`config.mk`:
```
export PLATFORM = sky130hd
export DESIGN_NAME = pixel_reorder_buffer_flat
export DESIGN_NICKNAME = d
export VERILOG_FILES = /design/src/rtl/pixel_reorder_buffer_if.sv /design/src/rtl/pixel_reorder_buffer.sv /design/src/flat_wrapper.sv
export SDC_FILE = /design/constraint.sdc
export NUM_CORES = 1
export LEC_CHECK = 0
export BUFFER_PORTS_ARGS = -buffer_cell sky130_fd_sc_hd__buf_2
export CORE_MARGIN = 5
export CORE_UTILIZATION = 50
export CTS_CLUSTER_DIAMETER = 60
export CTS_CLUSTER_SIZE = 40
export DETAILED_ROUTE_END_ITERATION = 7
export PLACE_DENSITY = 0.71
export REMOVE_ABC_BUFFERS = 1
export SLEW_MARGIN = 10
export SYNTH_ARGS = -nofsm -noshare
export SYNTH_HDL_FRONTEND = slang
export SYNTH_SLANG_ARGS = --single-unit
```
`constraint.sdc`:
```
create_clock -name aclk -period 5.4 [get_ports aclk]
set_input_delay 0.81 -clock aclk [delete_from_list [all_inputs] [get_ports aclk]]
set_output_delay 0.81 -clock aclk [all_outputs]
set_load 0.05 [all_outputs]
```
`src/rtl/pixel_reorder_buffer_if.sv`:
```
// Stream/handshake bundle between the ray-tracing cores, the reorder buffer and the packer.
// The reorder buffer uses the slave modport; whoever drives it uses master.
interface pixel_reorder_buffer_if #(
   parameter int NUM_CORES = 4,
   parameter int DATA_W    = 24,
   parameter int DIM_W     = 12
);
   logic                          start;
   logic [3:0]                    cfg_active_cores;
   logic [DIM_W-1:0]              cfg_width;
   logic [DIM_W-1:0]              cfg_height;
   logic [NUM_CORES*DATA_W-1:0]   in_data;
   logic [NUM_CORES-1:0]          in_valid;
   logic [NUM_CORES-1:0]          in_ready;
   logic [DATA_W-1:0]             out_data;
   logic                          out_valid;
   logic                          out_ready;
   logic                          out_user;
   logic                          out_last;
   logic                          busy;
   logic                          frame_done;

   modport master (
      output start, cfg_active_cores, cfg_width, cfg_height, in_data, in_valid, out_ready,
      input  in_ready, out_data, out_valid, out_user, out_last, busy, frame_done
   );

   modport slave (
      input  start, cfg_active_cores, cfg_width, cfg_height, in_data, in_valid, out_ready,
      output in_ready, out_data, out_valid, out_user, out_last, busy, frame_done
   );
endinterface

```
`src/rtl/pixel_reorder_buffer.sv`:
```
// Merges per-core pixel streams into one raster-ordered stream: pixel n comes from core n mod A.
// Each core owns a small FIFO; a round-robin read pointer walks the active cores.
module pixel_reorder_buffer #(
   parameter int NUM_CORES = 4,
   parameter int DEPTH     = 4,
   parameter int DATA_W    = 24,
   parameter int DIM_W     = 12
) (
   input logic                   aclk,
   input logic                   aresetn,
   pixel_reorder_buffer_if.slave bus
);
   localparam int PTR_W = (NUM_CORES > 1) ? $clog2(NUM_CORES) : 1;
   localparam int AW    = $clog2(DEPTH);
   localparam int CW    = AW + 1;

   typedef enum logic [1:0] {IDLE, RUN, DONE} state_e;

   state_e               state_q, state_d;
   logic [PTR_W-1:0]     last_core_q, last_core_d;
   logic [DIM_W-1:0]     width_m1_q, width_m1_d;
   logic [DIM_W-1:0]     height_m1_q, height_m1_d;
   logic [DIM_W-1:0]     col_q, col_d;
   logic [DIM_W-1:0]     row_q, row_d;
   logic [PTR_W-1:0]     ptr_q, ptr_d;
   logic [AW-1:0]        wr_ptr_q [NUM_CORES];
   logic [AW-1:0]        wr_ptr_d [NUM_CORES];
   logic [AW-1:0]        rd_ptr_q [NUM_CORES];
   logic [AW-1:0]        rd_ptr_d [NUM_CORES];
   logic [CW-1:0]        count_q  [NUM_CORES];
   logic [CW-1:0]        count_d  [NUM_CORES];
   logic [DATA_W-1:0]    fifo_mem_q [NUM_CORES][DEPTH];

   logic [PTR_W-1:0]     act_m1;
   logic [NUM_CORES-1:0] in_ready;
   logic [NUM_CORES-1:0] push;
   logic [NUM_CORES-1:0] pop_vec;
   logic                 out_valid;
   logic                 pop;
   logic                 last_pixel;

   // Effective core count minus one: 0 means one core, anything above NUM_CORES saturates.
   always_comb begin
      int act;
      act = int'(bus.cfg_active_cores);
      if (act == 0) begin
         act = 1;
      end else if (act > NUM_CORES) begin
         act = NUM_CORES;
      end
      act_m1 = PTR_W'(act - 1);
   end

   // ---------------- FSM: next state ----------------
   always_comb begin
      // NOTE: default every comb output first so no path leaves it unassigned (no latch).
      state_d = state_q;
      unique case (state_q)
         IDLE:    if (bus.start) state_d = RUN;
         RUN:     if (pop && last_pixel) state_d = DONE;
         DONE:    state_d = IDLE;
         default: state_d = IDLE;
      endcase
   end

   // ---------------- FSM: outputs ----------------
   always_comb begin
      for (int i = 0; i < NUM_CORES; i++) begin
         in_ready[i] = (state_q == RUN) && (PTR_W'(i) <= last_core_q) &&
                       (count_q[i] != CW'(DEPTH));
      end
      out_valid      = (state_q == RUN) && (count_q[ptr_q] != '0);
      bus.out_data   = out_valid ? fifo_mem_q[ptr_q][rd_ptr_q[ptr_q]] : '0;
      bus.out_user   = out_valid && (col_q == '0) && (row_q == '0);
      bus.out_last   = out_valid && (col_q == width_m1_q);
      bus.busy       = (state_q != IDLE);
      bus.frame_done = (state_q == DONE);
   end

   assign bus.in_ready  = in_ready;
   assign bus.out_valid = out_valid;
   assign pop           = out_valid && bus.out_ready;
   assign push          = bus.in_valid & in_ready;
   assign last_pixel    = (col_q == width_m1_q) && (row_q == height_m1_q);

   // ---------------- Datapath next state ----------------
   always_comb begin
      last_core_d = last_core_q;
      width_m1_d  = width_m1_q;
      height_m1_d = height_m1_q;
      ptr_d       = ptr_q;
      col_d       = col_q;
      row_d       = row_q;

      if ((state_q == IDLE) && bus.start) begin
         last_core_d = act_m1;
         width_m1_d  = (bus.cfg_width  == '0) ? '0 : bus.cfg_width  - 1'b1;
         height_m1_d = (bus.cfg_height == '0) ? '0 : bus.cfg_height - 1'b1;
         ptr_d       = '0;
         col_d       = '0;
         row_d       = '0;
      end

      if (pop) begin
         ptr_d = (ptr_q == last_core_q) ? '0 : ptr_q + 1'b1;
         if (col_q == width_m1_q) begin
            col_d = '0;
            row_d = row_q + 1'b1;
         end else begin
            col_d = col_q + 1'b1;
         end
      end

      for (int i = 0; i < NUM_CORES; i++) begin
         pop_vec[i]  = pop && (ptr_q == PTR_W'(i));
         wr_ptr_d[i] = push[i]    ? wr_ptr_q[i] + 1'b1 : wr_ptr_q[i];
         rd_ptr_d[i] = pop_vec[i] ? rd_ptr_q[i] + 1'b1 : rd_ptr_q[i];
         unique case ({push[i], pop_vec[i]})
            2'b10:   count_d[i] = count_q[i] + 1'b1;
            2'b01:   count_d[i] = count_q[i] - 1'b1;
            default: count_d[i] = count_q[i];
         endcase
      end

      // Leaving DONE flushes everything so the next frame starts clean.
      if (state_q == DONE) begin
         ptr_d = '0;
         col_d = '0;
         row_d = '0;
         for (int i = 0; i < NUM_CORES; i++) begin
            wr_ptr_d[i] = '0;
            rd_ptr_d[i] = '0;
            count_d[i]  = '0;
         end
      end
   end

   // ---------------- State register ----------------
   always_ff @(posedge aclk or negedge aresetn) begin
      if (!aresetn) begin
         state_q     <= IDLE;
         last_core_q <= '0;
         width_m1_q  <= '0;
         height_m1_q <= '0;
         ptr_q       <= '0;
         col_q       <= '0;
         row_q       <= '0;
         for (int i = 0; i < NUM_CORES; i++) begin
            wr_ptr_q[i] <= '0;
            rd_ptr_q[i] <= '0;
            count_q[i]  <= '0;
         end
      end else begin
         // NOTE: non-blocking assignments so every flop samples pre-edge values.
         state_q     <= state_d;
         last_core_q <= last_core_d;
         width_m1_q  <= width_m1_d;
         height_m1_q <= height_m1_d;
         ptr_q       <= ptr_d;
         col_q       <= col_d;
         row_q       <= row_d;
         for (int i = 0; i < NUM_CORES; i++) begin
            wr_ptr_q[i] <= wr_ptr_d[i];
            rd_ptr_q[i] <= rd_ptr_d[i];
            count_q[i]  <= count_d[i];
         end
      end
   end

   // NOTE: pixel storage is not reset; the reset counts mark it empty and out_data is gated to 0.
   always_ff @(posedge aclk) begin
      for (int i = 0; i < NUM_CORES; i++) begin
         if (push[i]) fifo_mem_q[i][wr_ptr_q[i]] <= bus.in_data[i*DATA_W +: DATA_W];
      end
   end
endmodule
```
`src/flat_wrapper.sv`:
```
// flat-port wrapper written by rule: the top's interface ports become plain ports
module pixel_reorder_buffer_flat 
#(
   parameter int NUM_CORES = 4,
   parameter int DEPTH     = 4,
   parameter int DATA_W    = 24,
   parameter int DIM_W     = 12
)
  (aclk, aresetn, bus_start, bus_cfg_active_cores, bus_cfg_width, bus_cfg_height, bus_in_data, bus_in_valid, bus_out_ready, bus_in_ready, bus_out_data, bus_out_valid, bus_out_user, bus_out_last, bus_busy, bus_frame_done);
  pixel_reorder_buffer_if #(.NUM_CORES(NUM_CORES), .DATA_W(DATA_W), .DIM_W(DIM_W)) bus_i ();
  input logic aclk;
  input logic aresetn;
  input wire logic [$bits(bus_i.start)-1:0] bus_start;
  input wire logic [$bits(bus_i.cfg_active_cores)-1:0] bus_cfg_active_cores;
  input wire logic [$bits(bus_i.cfg_width)-1:0] bus_cfg_width;
  input wire logic [$bits(bus_i.cfg_height)-1:0] bus_cfg_height;
  input wire logic [$bits(bus_i.in_data)-1:0] bus_in_data;
  input wire logic [$bits(bus_i.in_valid)-1:0] bus_in_valid;
  input wire logic [$bits(bus_i.out_ready)-1:0] bus_out_ready;
  output wire logic [$bits(bus_i.in_ready)-1:0] bus_in_ready;
  output wire logic [$bits(bus_i.out_data)-1:0] bus_out_data;
  output wire logic [$bits(bus_i.out_valid)-1:0] bus_out_valid;
  output wire logic [$bits(bus_i.out_user)-1:0] bus_out_user;
  output wire logic [$bits(bus_i.out_last)-1:0] bus_out_last;
  output wire logic [$bits(bus_i.busy)-1:0] bus_busy;
  output wire logic [$bits(bus_i.frame_done)-1:0] bus_frame_done;
  assign bus_i.start = bus_start;
  assign bus_i.cfg_active_cores = bus_cfg_active_cores;
  assign bus_i.cfg_width = bus_cfg_width;
  assign bus_i.cfg_height = bus_cfg_height;
  assign bus_i.in_data = bus_in_data;
  assign bus_i.in_valid = bus_in_valid;
  assign bus_i.out_ready = bus_out_ready;
  assign bus_in_ready = bus_i.in_ready;
  assign bus_out_data = bus_i.out_data;
  assign bus_out_valid = bus_i.out_valid;
  assign bus_out_user = bus_i.out_user;
  assign bus_out_last = bus_i.out_last;
  assign bus_busy = bus_i.busy;
  assign bus_frame_done = bus_i.frame_done;
  pixel_reorder_buffer #(.NUM_CORES(NUM_CORES), .DEPTH(DEPTH), .DATA_W(DATA_W), .DIM_W(DIM_W)) u_core (.aclk(aclk), .aresetn(aresetn), .bus(bus_i));
endmodule
```
==> reports/qor.yml <==
final_layout:
  nFillCells: 3093
  fin_cells: 1954
  final_common_cell: "edfxtp_1"
  final_cell_mix: "384 x edfxtp_1, 163 x buf_2, 117 x mux2i_1, 76 x dfrtp_1, 73 x mux4_2"
  layout.nets: 1570
  syn_to_final_growth_pct: 12.3
  layout-drive-gt1-share_pct: 24.0
job:
  max_cap_violations: 0
floorplan:
  io-pin-count: 165
  coreArea_um2: 39800
  die_y_um: 211
  row_count: 73
  dieWidth_um: 211
  start_util_pct: 50.7
  die-area_um2: 44500
sta:
  max_slew_margin_pct: 21.0
  hold_slack_ns: 0.290
  finalSetupViolCount: 0
  min_period_ns: 4.73
  layout_setup_ws_ns: 0.674
  period_share_pct: 87.5
  worst_slew_pin_slew_ns: 1.18
  fin_skew_ns: 0.0269
  finalHoldViolCount: 0
  drv_slew: 0
  rsz0062_at_grt: "false"
  fmax_mhz: 212
detailed_routing:
  detail-route-antenna-nets: 0
  routed_wl_um: 47200
  first_pass_iters: 6
  vias_per_cell: 5.82
  drcViolationCount: 0
  vias: 11400
  wire_per_inst_um: 24.1
  drtIter0Drc: 976
placement:
  hpwlAfterDp_um: 30100
  io_buffers: 164
  dp.cells: 1896
  post-place-ws_ns: 1.29
  globalplace.congestion: 0.797
grt:
  antenna_found_initial: 4
  grt_max_degree: 60
  grt_overflow_total: 0
  track_usage_pct: 20.8
  grt_pass1_wl_um: 70500
  grt_pass1_vias: 11500
critical_path:
  path_class: "flop to output port"
  worstReg2RegEnd: "u_core.count_q[11]"
  cp-end-kind: "output port"
  reg2reg_from: "u_core.ptr_q[1]"
  arrival_ns: 3.92
  crit_fanout: 48
  critPathLaunchType: "flop"
  r2r_slack_ns: 1.72
  required_ns: 4.59
  worstRegToRegCells: 10
logic_synthesis:
  synth_cell_type_count: 62
  ys_ff_latch: 466
  ys.flop_type: "edfxtp_1"
  synth_warnings: 0
  synth_top_area_share_pct: 57.1
  yosysTopAreaCell: "edfxtp_1"
  ys_top_cells_by_area: "edfxtp_1 57%, dfrtp_1 10%, mux4_2 8.1%"
  synth_area_per_cell_um2: 16.2
  yosysSeqAreaShare_pct: 67.2
  synth_area_um2: 20200
  synth_edf_count: 384
  netlist_instances: 1250
  ys_async_sr_fraction_pct: 17.6
clocking:
  cts-root-buf: "clkbuf_16"
  clockBufferDepth: 3
  post_cts_resized: 0
  cts_setup_buffers: 0
  clkSinkCount: 466
  clock_latency_ns: 0.59
  clkSlewWorstSetupHoldPaths_ns: 0.10
  cts_hold_buf: 0
  cts_tree: "done"
  numCtsBuffers: 31
  htreeDepth: 1
min_path:
  hp-class: "input port to asynchronous set/reset pin"
power:
  p_leak_nw: 8.25
  power_w: 0.0122
  irDropWorstVdd_mv: 0.273
  p_per_area_nw_per_um2: 539
run_status:
  status: "complete, no violations"
-- cell usage after synthesis (2+ instances only) --
master    number
edfxtp_1     384
fa_1           4
nor3_1        12
or3_1         13
inv_1         37
nor3b_1        2
nand4_1        6
buf_2         30
nand3_1       24
xnor2_1       28
a31oi_1        8
a211oi_1      51
mux4_2        73
buf_1          7
nor2b_1       27
or2_2          2
o21ai_1       10
and2_1         4
mux2i_1      117
a21oi_1       20
nor4_4         3
nor4_1         8
or4_1          2
dfrtp_1       82
o31ai_2        2
ha_1          30
nand2_1       64
nor2_1        43
a32oi_1        2
nand3b_1       5
and3_1        19
nor4_2         6
a21o_1         5
buf_4          7
inv_2          2
nand2b_1       6
buf_6          4
clkbuf_1      16
o21ai_0       36
xor2_1        27
-- power by group --
group	leakage, nW	switching (W)	internal (W)
Combinational	3.17	0.00288	0.00163
Sequential	4.52	0.000602	0.00448
Clock	0.552	0.00143	0.00120
-- registers in the layout, indices dropped and copies added, names as in the netlist --
signal / cells
u_core.count_q: 12
u_core.ptr_q: 2
u_core.wr_ptr_q: 8
u_core.last_core_q: 2
u_core.state_q: 2
u_core.col_q: 12
u_core.height_m1_q: 12
u_core.fifo_mem_q: 384
u_core.row_q: 12
u_core.width_m1_q: 12
u_core.rd_ptr_q: 8
-- stage by stage --
step	TNS [ns]	area (um^2)	util [%]
detailed placement	0	21500	54.1
CTS	0	22700	57.0
global route	0	22700	57.0
floorplan	-58.33	19900	-
finish	0	22700	57.0
global placement	0	21500	54.1
-- critical path, stage by stage, from the launching register on --
cell      delay (ns)
dfrtp_2         1.08
mux4_2          1.22
a211oi_1        0.17
a211oi_1        0.48
buf_2           0.36
-- worst max-delay path by stage --
stage,startpoint,endpoint
2_1_floorplan,u_core.ptr_q[0],bus_out_data[0]
3_3_place_gp,u_core.rd_ptr_q[4],bus_out_data[9]
3_5_place_dp,u_core.rd_ptr_q[4],bus_out_data[19]
4_1_cts,u_core.rd_ptr_q[4],bus_out_data[19]
5_1_grt,u_core.rd_ptr_q[4],bus_out_data[19]
6_report,u_core.rd_ptr_q[4],bus_out_data[19]
-- cells by family (layout without fill, tap and decap cells) --
| group | count (synthesis) | after routing | share of synthesized area, % |
|---|---|---|---|
| compound gates | 143 | 143 | 4.59 |
| other cells | 0 | 1 | 0 |
| buf+inv | 105 | 283 | 2.47 |
| xor+xnor | 55 | 55 | 2.38 |
| flops | 466 | 466 | 67.2 |
| fa+ha+maj | 34 | 34 | 2.25 |
| simple gates | 256 | 256 | 7.07 |
| mux | 191 | 191 | 14.0 |
-- metal layers --
layer	vias to the layer above	wire length (um)	global-route usage (%)
li1	5132	-	-
met1	5788	19400	28.4
met2	381	23700	35.7
met3	63	3070	3.22
met4	4	987	4.74
met5	-	21	0
-- area by class of cell --
| class | count | area (um^2) | share of cell area [%] |
|---|---|---|---|
| flip-flops and latches | 466 | 13600 | 59.9 |
| multi-input cells | 679 | 6140 | 27.1 |
| repair buffers | 186 | 988 | 4.36 |
| clock buffers | 33 | 783 | 3.45 |
| well taps | 525 | 657 | 2.90 |
| clock inverters | 24 | 369 | 1.63 |
| inverters | 40 | 150 | 0.662 |
| diodes | 1 | 2.50 | 0.0110 |
Note: power is estimated with default switching activity, not from simulation.
